<file path="src/rtl/uart_receiver.sv">
// UART receiver: 1 start, 8 data LSB-first, even parity, 1 stop; 16x oversampled.
// Latency: result pulses ~10.6 bit periods after the start edge, plus 2 clk of input sync.
// No backpressure: each frame yields a 1-clk VALID/PERROR/FERROR pulse; Rx_DATA holds until the next frame ends.
module uart_receiver #(
  parameter int CLK_FREQ   = 50_000_000,
  parameter int OVERSAMPLE = 16
) (
  input  logic       clk,
  input  logic       reset,
  input  logic       RxD,
  input  logic [2:0] baud_select,
  input  logic       Rx_EN,
  output logic [7:0] Rx_DATA,
  output logic       Rx_VALID,
  output logic       Rx_PERROR,
  output logic       Rx_FERROR
);

  typedef enum logic [2:0] {IDLE, START, DATA, PARITY, STOP} state_t;

  localparam logic [3:0] LAST_TICK = 4'(OVERSAMPLE - 1);

  // Last divider count (DIV-1) for a rate code, DIV rounded to nearest.
  function automatic logic [13:0] div_last(input logic [2:0] code);
    int baud;
    case (code)
      3'd0: baud = 300;
      3'd1: baud = 1200;
      3'd2: baud = 4800;
      3'd3: baud = 9600;
      3'd4: baud = 19200;
      3'd5: baud = 38400;
      3'd6: baud = 57600;
      3'd7: baud = 115200;
    endcase
    return 14'((CLK_FREQ + (OVERSAMPLE * baud) / 2) / (OVERSAMPLE * baud) - 1);
  endfunction

  logic       rxd_meta, rxd_s, rxd_prev;
  state_t     state;
  logic [2:0] baud_lat;
  logic [13:0] div_cnt;
  logic [13:0] div_max;
  logic [3:0] tick_cnt;
  logic [2:0] bit_cnt;
  logic [7:0] shift;
  logic       s7, s8, par_bit;
  logic       tick, maj, par_err, stop_err;

  assign div_max  = div_last(baud_lat);
  assign tick     = (div_cnt == div_max);
  // Samples from ticks 7 and 8 are held; the tick-9 sample is the live rxd_s.
  assign maj      = (s7 & s8) | (s7 & rxd_s) | (s8 & rxd_s);
  assign par_err  = par_bit ^ (^shift);
  assign stop_err = !maj;

  // Two-flop synchronizer for the async line, plus a delayed copy for edge detection.
  always_ff @(posedge clk) begin
    if (reset) begin
      rxd_meta <= 1'b1;
      rxd_s    <= 1'b1;
      rxd_prev <= 1'b1;
    end else begin
      rxd_meta <= RxD;
      rxd_s    <= rxd_meta;
      rxd_prev <= rxd_s;
    end
  end

  // Frame FSM with its oversampling tick divider and registered result pulses.
  always_ff @(posedge clk) begin
    if (reset) begin
      state     <= IDLE;
      baud_lat  <= 3'd0;
      div_cnt   <= 14'd0;
      tick_cnt  <= 4'd0;
      bit_cnt   <= 3'd0;
      shift     <= 8'h00;
      s7        <= 1'b1;
      s8        <= 1'b1;
      par_bit   <= 1'b0;
      Rx_DATA   <= 8'h00;
      Rx_VALID  <= 1'b0;
      Rx_PERROR <= 1'b0;
      Rx_FERROR <= 1'b0;
    end else begin
      Rx_VALID  <= 1'b0;
      Rx_PERROR <= 1'b0;
      Rx_FERROR <= 1'b0;

      if (state != IDLE) begin
        if (tick) begin
          div_cnt  <= 14'd0;
          tick_cnt <= tick_cnt + 4'd1;
          if (tick_cnt == 4'd7) s7 <= rxd_s;
          if (tick_cnt == 4'd8) s8 <= rxd_s;
        end else begin
          div_cnt <= div_cnt + 14'd1;
        end
      end

      if (state != IDLE && !Rx_EN) begin
        // Disabling mid-frame drops the frame silently.
        state <= IDLE;
      end else begin
        case (state)
          IDLE: begin
            if (Rx_EN && rxd_prev && !rxd_s) begin
              state    <= START;
              baud_lat <= baud_select;
              div_cnt  <= 14'd0;
              tick_cnt <= 4'd0;
              bit_cnt  <= 3'd0;
            end
          end
          START: begin
            if (tick) begin
              if (tick_cnt == 4'd7 && rxd_s) state <= IDLE;
              else if (tick_cnt == LAST_TICK) state <= DATA;
            end
          end
          DATA: begin
            if (tick) begin
              if (tick_cnt == 4'd9) shift <= {maj, shift[7:1]};
              if (tick_cnt == LAST_TICK) begin
                bit_cnt <= bit_cnt + 3'd1;
                if (bit_cnt == 3'd7) state <= PARITY;
              end
            end
          end
          PARITY: begin
            if (tick) begin
              if (tick_cnt == 4'd9) par_bit <= maj;
              if (tick_cnt == LAST_TICK) state <= STOP;
            end
          end
          STOP: begin
            // Report at mid-stop so the next start edge is caught back-to-back.
            if (tick && tick_cnt == 4'd9) begin
              Rx_DATA   <= shift;
              Rx_PERROR <= par_err;
              Rx_FERROR <= stop_err;
              Rx_VALID  <= !par_err && !stop_err;
              state     <= IDLE;
            end
          end
          default: state <= IDLE;
        endcase
      end
    end
  end

endmodule

</file>
<file path="config.mk">
export PLATFORM = sky130hd
export DESIGN_NAME = uart_receiver
export DESIGN_NICKNAME = d
export VERILOG_FILES = /design/src/rtl/uart_receiver.sv
export SDC_FILE = /design/constraint.sdc
export NUM_CORES = 1
export LEC_CHECK = 0
export ABC_AREA = 1
export CAP_MARGIN = 10
export CORE_MARGIN = 4
export CORE_UTILIZATION = 45
export DETAILED_ROUTE_END_ITERATION = 6
export GPL_TIMING_DRIVEN = 0
export HOLD_SLACK_MARGIN = 0.12
export SYNTH_ARGS = -nofsm -noshare
export SYNTH_HDL_FRONTEND = slang
export SYNTH_SLANG_ARGS = --single-unit
</file>
<file path="constraint.sdc">
create_clock -name clk -period 176.9 [get_ports clk]
set_input_delay 35.38 -clock clk [delete_from_list [all_inputs] [get_ports clk]]
set_output_delay 35.38 -clock clk [all_outputs]
set_load 0.03 [all_outputs]
</file>
==> out/results.tsv <==
metric	value	unit
synth_mux_area_share	0	%
yosys.area_share.simple	35.7	%
relSlewSlack	14.6	%
grt-ovfl-total	0	
ctsHoldBuffers	0	
cp.arrival	70250	ps
die-area	0.0508	sq mm
vias	22500	
crit_path_max_incr_delay	880	ps
cpMostUsedCell	nand2_1	
grt.total_usage	24.0	%
die_w	225	um
die_h	225	um
cts-resized-gates	0	
num-nets-final	3999	
route.detailed.drc	0	
synth_top_family_by_area	simple AND/OR/NAND/NOR gates	
r2r-end	div_cnt[3]	
pin_count	18	
tightest_slew	1280	ps
crit_end	div_cnt[3]	
cap_viol_max_count	0	
synth.avg_cell_area	5.83	sq um
cts_tree	yes	
antenna_found_initial	1	
end_kind	flip-flop	
fin_crit_sh	39.6	%
ys_async_sr_fraction	0	%
vias_per_cell	5.24	
core_area	0.0467	sq mm
max_freq	0.0143	GHz
grt_max_degree	43	
layout-drive-gt1-share	5.66	%
grt_pass1_vias	20700	
wl	61900	um
synth_seq_cells	66	
cts_root_buffer	clkbuf_16	
tns	0	ps
clk_pin_slew_worst_paths	70	ps
synth_compound_area_share	19.4	%
synth-edff-count	0	
yosys_warnings	0	
yosysSeqAreaShare	6.22	%
drt_iter0_drc	1377	
clk_latency	350	ps
cts_setup_buffers	0	
outcome	finished, final reports clean	
final.setup_skew	14.4	ps
htree_levels	3	
regToRegSetupSlack	106860	ps
synth-xor-area-share	10.3	%
critical_path_class	reg -> reg	
startpoint_type	flip-flop	
io_buffers	16	
clock_sinks	66	
numCtsBuffers	9	
crit_fanout	19	
hpwl	51100	um
r2r_cells	406	
finalSetupViolCount	0	
synth_cells	3646	
fin_util	48.5	%
wl_per_cell	14.4	um
rows	79	
dr.pass1.iters	6	
grt_pass1_wl	103000	um
synthAdderAreaFrac	18.0	%
finalHoldViolCount	0	
syn-cell-area	0.0213	sq mm
fill_cells	5122	
slew_violations	0	
syn_to_final_growth	6.58	%
cts_buffer_depth	2	
rsz0062_at_grt	false	
start_util	45.6	%
yosysUniqueCellTypes	64	
ant_nets	0	
hp-class	reg -> reg	
required	177110	ps
cpMaxStageDelayCell	inv_1	
antenna_cells	0	
place.gp.congestion	0.886	
finalCriticalPeriod	70040	ps
synth_ff_type	dfxtp_1	
==> cells by family (layout without fill, tap and decap cells) <==
family          after synthesis  in the layout
simple gates               1710           1710
compound gates              750            750
buf+inv                     563            603
fa+ha+maj                   306            306
xor+xnor                    249            249
flops                        66             66
other cells                   2              8
==> worst max-delay path: cells and delay by family (launching register included) <==
| kind | cells | cell delay (ps) |
|---|---|---|
| adder cells (fa/ha/maj) | 26 | 8640 |
| buffers and inverters | 86 | 16530 |
| AND/OR/NAND/NOR | 165 | 19950 |
| XOR/XNOR | 1 | 250 |
| AO/OA/AOI/OAI | 128 | 23930 |
| flip-flops | 1 | 330 |
==> area by class of cell <==
| class | instances | area [sq um] | share of cell area, % |
|---|---|---|---|
| Clock inverter | 7 | 77.6 | 0.342 |
| Tap cell | 607 | 759 | 3.35 |
| Multi-Input combinational cell | 3023 | 17800 | 78.4 |
| Buffer | 61 | 315 | 1.39 |
| Timing Repair Buffer | 24 | 313 | 1.38 |
| Inverter | 502 | 1890 | 8.32 |
| Clock buffer | 9 | 225 | 0.994 |
| Sequential cell | 66 | 1320 | 5.83 |
==> Yosys cell counts, types with 4 or more instances <==
| cell type | count | area share (%) |
|---|---|---|
| nor3_2 | 5 | 0.24 |
| buf_1 | 4 | 0.071 |
| nand3_2 | 17 | 0.80 |
| o21ai_0 | 284 | 6.7 |
| a211oi_1 | 5 | 0.18 |
| or2_2 | 38 | 1.1 |
| nand3_4 | 4 | 0.33 |
| buf_2 | 15 | 0.35 |
| ha_1 | 305 | 18 |
| nor2_4 | 10 | 0.53 |
| buf_6 | 5 | 0.26 |
| nand2_1 | 856 | 15 |
| buf_4 | 7 | 0.25 |
| a21o_1 | 28 | 0.99 |
| clkinv_1 | 7 | 0.12 |
| nor2_2 | 11 | 0.32 |
| o21a_1 | 10 | 0.35 |
| nand2_2 | 21 | 0.62 |
| nand3_1 | 185 | 4.4 |
| xnor2_1 | 105 | 4.3 |
| inv_1 | 466 | 8.2 |
| o31ai_1 | 15 | 0.53 |
| dfxtp_1 | 66 | 6.2 |
| nor3_1 | 58 | 1.4 |
| nand4_1 | 73 | 2.1 |
| o221ai_1 | 4 | 0.16 |
| inv_2 | 28 | 0.49 |
| nand2_4 | 4 | 0.21 |
| a31oi_1 | 9 | 0.26 |
| nor3b_1 | 4 | 0.14 |
| clkbuf_1 | 29 | 0.51 |
| nor4_1 | 14 | 0.41 |
| nand3b_1 | 7 | 0.25 |
| xor2_1 | 143 | 5.9 |
| a21boi_0 | 5 | 0.18 |
| nor2_8 | 5 | 0.47 |
| o211ai_1 | 11 | 0.39 |
| a21oi_1 | 309 | 7.3 |
| o21ai_1 | 18 | 0.42 |
| nor2_1 | 388 | 6.9 |
| o21bai_1 | 30 | 1.1 |
==> cell usage in the layout, fill, tap and decap left out, drive strengths merged, types with 63 or more instances in the layout <==
| master | n |
|---|---|
| a21oi | 312 |
| dfxtp | 66 |
| ha | 305 |
| inv | 496 |
| nand2 | 881 |
| nand3 | 206 |
| nand4 | 75 |
| nor2 | 414 |
| nor3 | 63 |
| o21ai | 305 |
| xnor2 | 105 |
| xor2 | 144 |
==> worst min path at each step <==
stage	start	to	slack, ps	depth (start not counted)
2_1_floorplan	rxd_meta	rxd_s	390	1
3_3_place_gp	rxd_meta	rxd_s	440	1
6_report	rxd_meta	rxd_s	460	1
5_1_grt	rxd_meta	rxd_s	480	1
3_5_place_dp	rxd_meta	rxd_s	440	1
4_1_cts	rxd_meta	rxd_s	460	1
==> per-layer routing <==
metal / share of wire [%] / vias up / GRT usage (%)
met4: 1.7 / 0 / 4.54
li1: - / 12200 / -
met3: 3.2 / 51 / 1.35
met2: 44 / 368 / 40.3
met5: 0 / - / 0
met1: 51 / 9932 / 34.3
==> per-stage QoR <==
step           hold WS (ps)  worst slack, ps  cells  area [sq um]
4_1_cts                 457           107010   4296         22600
3_5_place_dp            440           107150   4280         22300
2_1_floorplan           389           121420   3652         21300
6_report                456           106860   4299         22700
5_1_grt                 477            98870   4299         22700
3_3_place_gp            442           106910   4275         22200
Power is not shown: default switching activity piles up to over one toggle a cycle in this logic, so the estimate is an artifact.
